--- src/rtl/shift_divider.sv ---
// rtl/shift_divider.sv - sequential restoring unsigned divider, one quotient bit per clock
module shift_divider #(
   parameter int n = 4
) (
   input  logic           clock,
   input  logic           reset,
   input  logic           start,
   input  logic [n-1:0]   D,
   input  logic [n-1:0]   Nin,
   output logic [2*n-1:0] RQ,
   output logic           ready,
   output logic           div_by_zero
);

   localparam int CW = (n > 2) ? $clog2(n) : 1;
   localparam logic [CW-1:0] LAST_ITER = CW'(n - 1);

   typedef enum logic {
      IDLE = 1'b0,
      RUN  = 1'b1
   } state_t;

   state_t          state_q, state_d;
   logic [2*n-1:0]  rq_q, rq_d;
   logic [n-1:0]    m_q, m_d;
   logic [CW-1:0]   cnt_q, cnt_d;
   logic            dbz_q, dbz_d;

   // Trial subtraction of the shifted-in partial remainder against the divisor;
   // the borrow bit decides whether the subtraction is kept (restoring step).
   logic [n:0]      trial;
   logic [n:0]      diff;
   logic            fits;

   assign trial = {rq_q[2*n-1:n], rq_q[n-1]};
   assign diff  = trial - {1'b0, m_q};
   assign fits  = ~diff[n];

   // Sequencer and datapath next-state: load on accepted start, iterate in RUN.
   always_comb begin
      state_d = state_q;
      rq_d    = rq_q;
      m_d     = m_q;
      cnt_d   = cnt_q;
      dbz_d   = dbz_q;
      case (state_q)
         IDLE: begin
            if (start) begin
               rq_d    = {{n{1'b0}}, Nin};
               m_d     = D;
               cnt_d   = '0;
               dbz_d   = (D == '0);
               state_d = RUN;
            end
         end
         RUN: begin
            if (fits) begin
               rq_d = {diff[n-1:0], rq_q[n-2:0], 1'b1};
            end else begin
               rq_d = {trial[n-1:0], rq_q[n-2:0], 1'b0};
            end
            cnt_d = cnt_q + 1'b1;
            if (cnt_q == LAST_ITER) begin
               state_d = IDLE;
            end
         end
         default: begin
            state_d = IDLE;
         end
      endcase
   end

   // State registers; reset aborts any division in flight immediately.
   always_ff @(posedge clock or posedge reset) begin
      if (reset) begin
         state_q <= IDLE;
         rq_q    <= '0;
         m_q     <= '0;
         cnt_q   <= '0;
         dbz_q   <= 1'b0;
      end else begin
         state_q <= state_d;
         rq_q    <= rq_d;
         m_q     <= m_d;
         cnt_q   <= cnt_d;
         dbz_q   <= dbz_d;
      end
   end

   assign RQ          = rq_q;
   assign ready       = (state_q == IDLE);
   assign div_by_zero = dbz_q;

endmodule

--- config.mk ---
export PLATFORM = sky130hd
export DESIGN_NAME = shift_divider
export DESIGN_NICKNAME = d
export VERILOG_FILES = /design/src/rtl/shift_divider.sv
export SDC_FILE = /design/constraint.sdc
export NUM_CORES = 1
export LEC_CHECK = 0
export BUFFER_PORTS_ARGS = -buffer_cell sky130_fd_sc_hd__buf_2
export CAP_MARGIN = 40
export CORE_MARGIN = 2
export CORE_UTILIZATION = 51
export DETAILED_ROUTE_END_ITERATION = 8
export PLACE_DENSITY = 0.86
export SYNTH_ARGS = -nofsm -noshare
export SYNTH_HDL_FRONTEND = slang
export SYNTH_SLANG_ARGS = --single-unit
--- constraint.sdc ---
create_clock -name clock -period 2.7 [get_ports clock]
set_input_delay 0.405 -clock clock [delete_from_list [all_inputs] [get_ports clock]]
set_output_delay 0.405 -clock clock [all_outputs]
set_load 0.03 [all_outputs]
==> results of run 1 <==
==> Yosys cell counts, types with 2 or more instances <==
cell type	instances
a21oi_1	4
a32oi_1	3
clkbuf_1	2
dfrtp_1	16
ha_1	5
inv_1	8
mux2_2	2
mux2i_1	4
nand2_1	12
nand3_1	3
o211ai_1	3
o21ai_0	9
==> power groups by stage <==
stage               Combinational (W)  Clock, W  Sequential [W]
finish                       0.000871  0.000120        0.000482
global route                 0.000959  0.000132        0.000499
CTS                          0.000867  0.000125        0.000481
detailed placement           0.000865         0        0.000485
global placement             0.000825         0        0.000477
floorplan                    0.000612         0        0.000563
==> logic make-up after synthesis <==
logic type	count (synthesis)	share of synthesized area, %
flip-flops	16	45.01
buffers and inverters	12	6.048
multiplexers	6	7.032
AND/OR/NAND/NOR	25	14.63
AO/OA/AOI/OAI	23	17.02
XOR/XNOR	1	0.9847
adder cells (fa/ha/maj)	6	9.283
==> final cells by class <==
class                           count  area share [%]
Tap cell                           17           2.107
Inverter                            8           2.974
Multi-Input combinational cell     61           43.12
Clock buffer                        3           2.230
Timing Repair Buffer               20           9.913
Sequential cell                    16           39.65
==> layout by cell type (no fill, tap or decap), drive strengths merged, types with 2 or more instances in the layout <==
cell | netlist | routed
and3 | 3 | 3
inv | 8 | 8
dfrtp | 16 | 16
ha | 5 | 5
o211ai | 3 | 3
nand3 | 3 | 3
nand2 | 12 | 12
o21ai | 9 | 9
a32oi | 3 | 3
nor2 | 2 | 2
buf | 2 | 20
a21oi | 4 | 4
mux2i | 4 | 4
clkbuf | 2 | 3
mux2 | 2 | 2
==> per-layer routing <==
metal	track usage, %	vias up	routed length [µm]
met5	0	-	0
met4	6.857	0	29
met3	2.381	4	85
met2	33.52	21	915
met1	23.86	342	793
li1	-	359	-
==> path summary, 6_finish.rpt <==
check                          from       end  slack [ps]
min                           reset     RQ[1]         170
max in group asynchronous     reset    m_q[3]        2140
min in group clock             D[3]    m_q[3]         350
max reg2reg                   RQ[3]     RQ[6]         580
max                           RQ[3]     RQ[6]         580
min reg2reg                cnt_q[0]  cnt_q[0]         500
==> per-stage QoR <==
step	std cells	setup WS [ps]	utilization, %	hold slack (ps)	power (W)
after detailed placement	122	602.3	58.44	489.8	0.001350
final	125	576.3	59.78	172.3	0.001473
after CTS	125	586.8	59.78	197.6	0.001474
after floorplan	89	581.9	-	318.7	0.001175
after global routing	125	472.8	59.78	228.0	0.001589
after global placement	122	701.7	58.44	469.0	0.001302
==> flip-flops by register name (all words and copies together), names as in the netlist <==
name,cells
RQ,8
cnt_q,2
div_by_zero,1
m_q,4
state_q,1
==> flow_summary.ini, run 1 <==
[status]
status = complete, no violations

[clock_tree]
cts_tree = built
clkSinkCount = 16
clk_pin_slew_worst_paths_ps = 90
clk_latency_ps = 280
cts_inserted_buffers = 3
post_cts_buffers = 0
clock_path_buffers = 2
cts-root-buf = clkbuf_4
ctsResizeCount = 0
htreeDepth = 1
cts_hold_buffers = 0

[finish]
drive_gt1_share_pct = 27.78
nets = 127
num-fill-cells = 149
seq_area_um2 = 400.4
diodes = 0
multi_input_area_um2 = 435.4
final_area_um2 = 1010
syn_to_final_growth_pct = 13.50

[critical_path]
crit_required_ps = 2900
critPathKind = flip-flop to flip-flop
critical_path_arrival_ps = 2320
worstPathMaxFanout = 9
critPathBufInv = 2
path_cells = inv_1, ha_1, inv_1, fa_1, a211o_1, a21o_1, and3_4, o31ai_2
cp_num_cells = 8
crit_family = compound AO/OA/AOI/OAI gates
max_stage_delay_ps = 430
rr_worst_depth = 8
cp_slowest_cell = dfrtp_1
start_kind = flip-flop
path_common_cell = inv_1
worstSetupEndpointType = flip-flop

[synthesis]
yosys.area.top_type = dfrtp_1
netlist_instances = 89
ys_ff_latch = 16
async_flop_share_pct = 100.0
synth_edf_count = 0
syn-mean-instance-area_um2 = 9.996
syn-cell-area_um2 = 889.6
synthFlopType = dfrtp_1
yosysWarnings = 0
yosysTopAreaCellShare_pct = 45.01
netlist-cell-type-count = 30
synthTopCellsByArea = dfrtp_1, ha_1, o21ai_0
syn_nets = 106
ys_seq_area_share_pct = 45.01

[pwr]
comb_power_share_pct = 59.1
swShare_pct = 47.38
p_seq_share_pct = 32.7
vdd_drop_max_v = 0.0007986
powerDensity_nw_per_um2 = 1459
power_switching_w = 0.0006978
clkPwrFrac_pct = 8.1
p_int_w = 0.0007750
p_leak_nw = 0.5058

[min_path]
hold_class = input pin to async pin

[global_routing]
track_usage_pct = 19.08
grt_pass1_vias = 681
grt_pass1_wl_mm = 2.856
antenna_found_initial = 0
grt_max_degree = 23
grt_overflow = 0

[die]
dieHeight_um = 45.77
rows = 15
die_area_um2 = 2094
start_util_pct = 52.67
die_x_um = 45.77
fp.coreArea_um2 = 1689
io_pins = 21

[sta]
slew_viol_final = 0
fmax_mhz = 470.9
tightest_slew_ps = 620.6
fin_crit_sh_pct = 78.66
maxSlewHeadroom_pct = 58.63
finalClockSkew_ps = 6.772
setup_viol_count_final = 0
finalHoldViolations = 0
totalNegativeSetupSlack_ps = 0
grt_setup_unrepaired = false
timing.final.crit_period_ps = 2124

[detailed_routing]
drt-wirelength-per-cell_um = 14.59
vias = 726
wirelength_mm = 1.824
drtIter0Drc = 7
drtAntennaViolNets = 0
viasPerCell = 5.808
drcViolationCount = 0
drt_first_pass_iters = 4

[flow_run]
max_cap_violations = 0

[placed_design]
dp_hpwl_mm = 1.382
port_buffers = 20
placed_area_um2 = 987.2
place.gp.congestion = 0.7779
(Power assumes the default switching activity.)
==> run 2: changes to the inputs <==
CORE_UTILIZATION = 46   (was 51)
PLACE_DENSITY = 0.83   (was 0.86)
clock period = 1.8 ns   (was 2.7 ns; I/O delays follow)
==> run 2 against run 1 <==
The run now ends with setup timing left. Combinational power rose by 100%. Power rose by 79%. Design area rose by 13%. Count of clock-buffer cells in the layout rose by 1. Sequential power rose by 43%. Worst setup slack got worse by 800 ps. Sequential share of layout area fell by 4.4 points. Clock power rose by 70%. Critical endpoint unchanged.
==> flow_summary.ini, run 2 (synthesized netlist as in run 1, its figures left out) <==
[die]
die_area_um2 = 2302
fp.coreArea_um2 = 1764
dieHeight_um = 47.98
rows = 15
die_x_um = 47.98
start_util_pct = 50.43
io_pins = 21

[pwr]
vdd_drop_max_v = 0.001301
clkPwrFrac_pct = 7.7
powerDensity_nw_per_um2 = 2320
p_total_w = 0.002642
p_int_w = 0.001408
power_switching_w = 0.001234
p_seq_share_pct = 26.1
swShare_pct = 46.70
comb_power_share_pct = 66.2
p_leak_nw = 0.5551

[clock_tree]
clkSinkCount = 16
cts-root-buf = clkbuf_4
htreeDepth = 1
clk_latency_ps = 290
cts_inserted_buffers = 3
cts_hold_buffers = 0
clock_path_buffers = 2
cts_tree = built
clk_pin_slew_worst_paths_ps = 100

[finish]
largest_register_ffs = 8
layout_commonest_cell = buf_2
num-fill-cells = 158
nets = 137
most-common-layout-cells = buf_2, dfrtp_1, nand2_1
syn_to_final_growth_pct = 27.99
drive_gt1_share_pct = 40.34
diodes = 0
fin_cells = 144

[critical_path]
endpoint = RQ[6]
critPathKind = flip-flop to flip-flop
worstSetupEndpointType = flip-flop
crit_required_ps = 2010
reg2reg_setup_slack_ps = -220
rr_worst_depth = 8
critical_path_arrival_ps = 2230
rr_endpoint = RQ[6]
worstReg2RegStart = RQ[3]
critical_path.startpoint = RQ[3]
start_kind = flip-flop
worstPathMaxFanout = 9

[sta]
timing.final.crit_period_ps = 2020
maxSlewHeadroom_pct = 59.31
totalNegativeSetupSlack_ps = -848.7
slew_viol_final = 0
fin_ws_ps = -220.2
finalHoldViolations = 0
whs_ps = 26.65
fin_crit_sh_pct = 112.2
finalClockSkew_ps = 7.663
setup_viol_count_final = 5
tightest_slew_ps = 609.6
grt_setup_unrepaired = true
fmax_mhz = 495.0

[placed_design]
pre_cts_ws_ps = -202.5
port_buffers = 20
dpl.cell_count = 139
dp_hpwl_mm = 1.510
place.gp.congestion = 0.8919

[detailed_routing]
drtAntennaViolNets = 0
drtIter0Drc = 11
viasPerCell = 5.646
wirelength_mm = 2.172
drt_first_pass_iters = 4
vias = 813
drt-wirelength-per-cell_um = 15.08
drcViolationCount = 0

[global_routing]
track_usage_pct = 22.76
grt_max_degree = 17
grt_pass1_wl_mm = 3.470
grt_pass1_vias = 790
grtUsageMet1_pct = 25.29
grtUsageMet3_pct = 6.038
grt_use_met2_pct = 37.60
gr-max-usage-layer = met2
antenna_found_initial = 0
grt_overflow = 0

[min_path]
hold_class = input pin to async pin

[flow_run]
max_cap_violations = 0

[status]
status = complete, but fails checks
violations = setup timing
==> run 2: worst min-delay path by stage <==
stage          startpoint           to  slack (ps)  depth (start not counted)
2_1_floorplan       reset        RQ[0]         180                          1
3_3_place_gp        reset  div_by_zero         360                          2
3_5_place_dp        reset       m_q[0]         380                          2
4_1_cts             reset     cnt_q[1]          50                          2
5_1_grt             reset     cnt_q[1]          80                          2
6_report            reset     cnt_q[1]          30                          2
==> run 2: final cells by class <==
cell class / count / area, µm² / share of cell area (%)
well taps: 25 / 31.28 / 2.747
inverters: 8 / 30.03 / 2.637
clock buffers: 4 / 26.28 / 2.308
multi-input cells: 61 / 474.2 / 41.65
repair buffers: 30 / 175.2 / 15.38
flip-flops and latches: 16 / 401.6 / 35.27
==> run 2: metrics by stage <==
stage                     util, %  area (µm²)
after floorplan                 -       909.6
after global placement      61.49        1085
after detailed placement    61.49        1085
after CTS                   63.40        1119
after global routing        64.54        1139
final                       64.54        1139
==> run 2: power by group through the flow <==
stage / Clock (W) / Sequential (W) / Combinational [W]
2_1_floorplan: 0 / 0.000856 / 0.000957
3_3_place_gp: 0 / 0.000679 / 0.00150
3_5_place_dp: 0 / 0.000689 / 0.00158
4_1_cts: 0.000208 / 0.000686 / 0.00163
5_1_grt: 0.000222 / 0.000717 / 0.00190
6_report: 0.000204 / 0.000690 / 0.00175
==> run 2: repair_timing <==
item / 4_1_cts / 5_1_grt
endpoints found under the hold margin: 0 / 0
buffers inserted: 0 / 1
pin swaps: 8 / 2
resized for setup: 1 / 2
setup endpoints to repair: 5 / 5
gates cloned: 0 / 0
==> run 2: worst max-delay path: stages, from the launching register on <==
cell and delay (ps):
dfrtp_2 430, inv_2 70, ha_4 130, inv_2 30, fa_2 350, a211o_1 340
a21o_4 260, and3_4 160, o31ai_2 170
==> run 2: metal layers <==
layer  share of wire (%)  up-vias
li1                    -      382
met1                  41      388
met2                  49       30
met3                 5.0       13
met4                 4.7        0
met5                   0        -
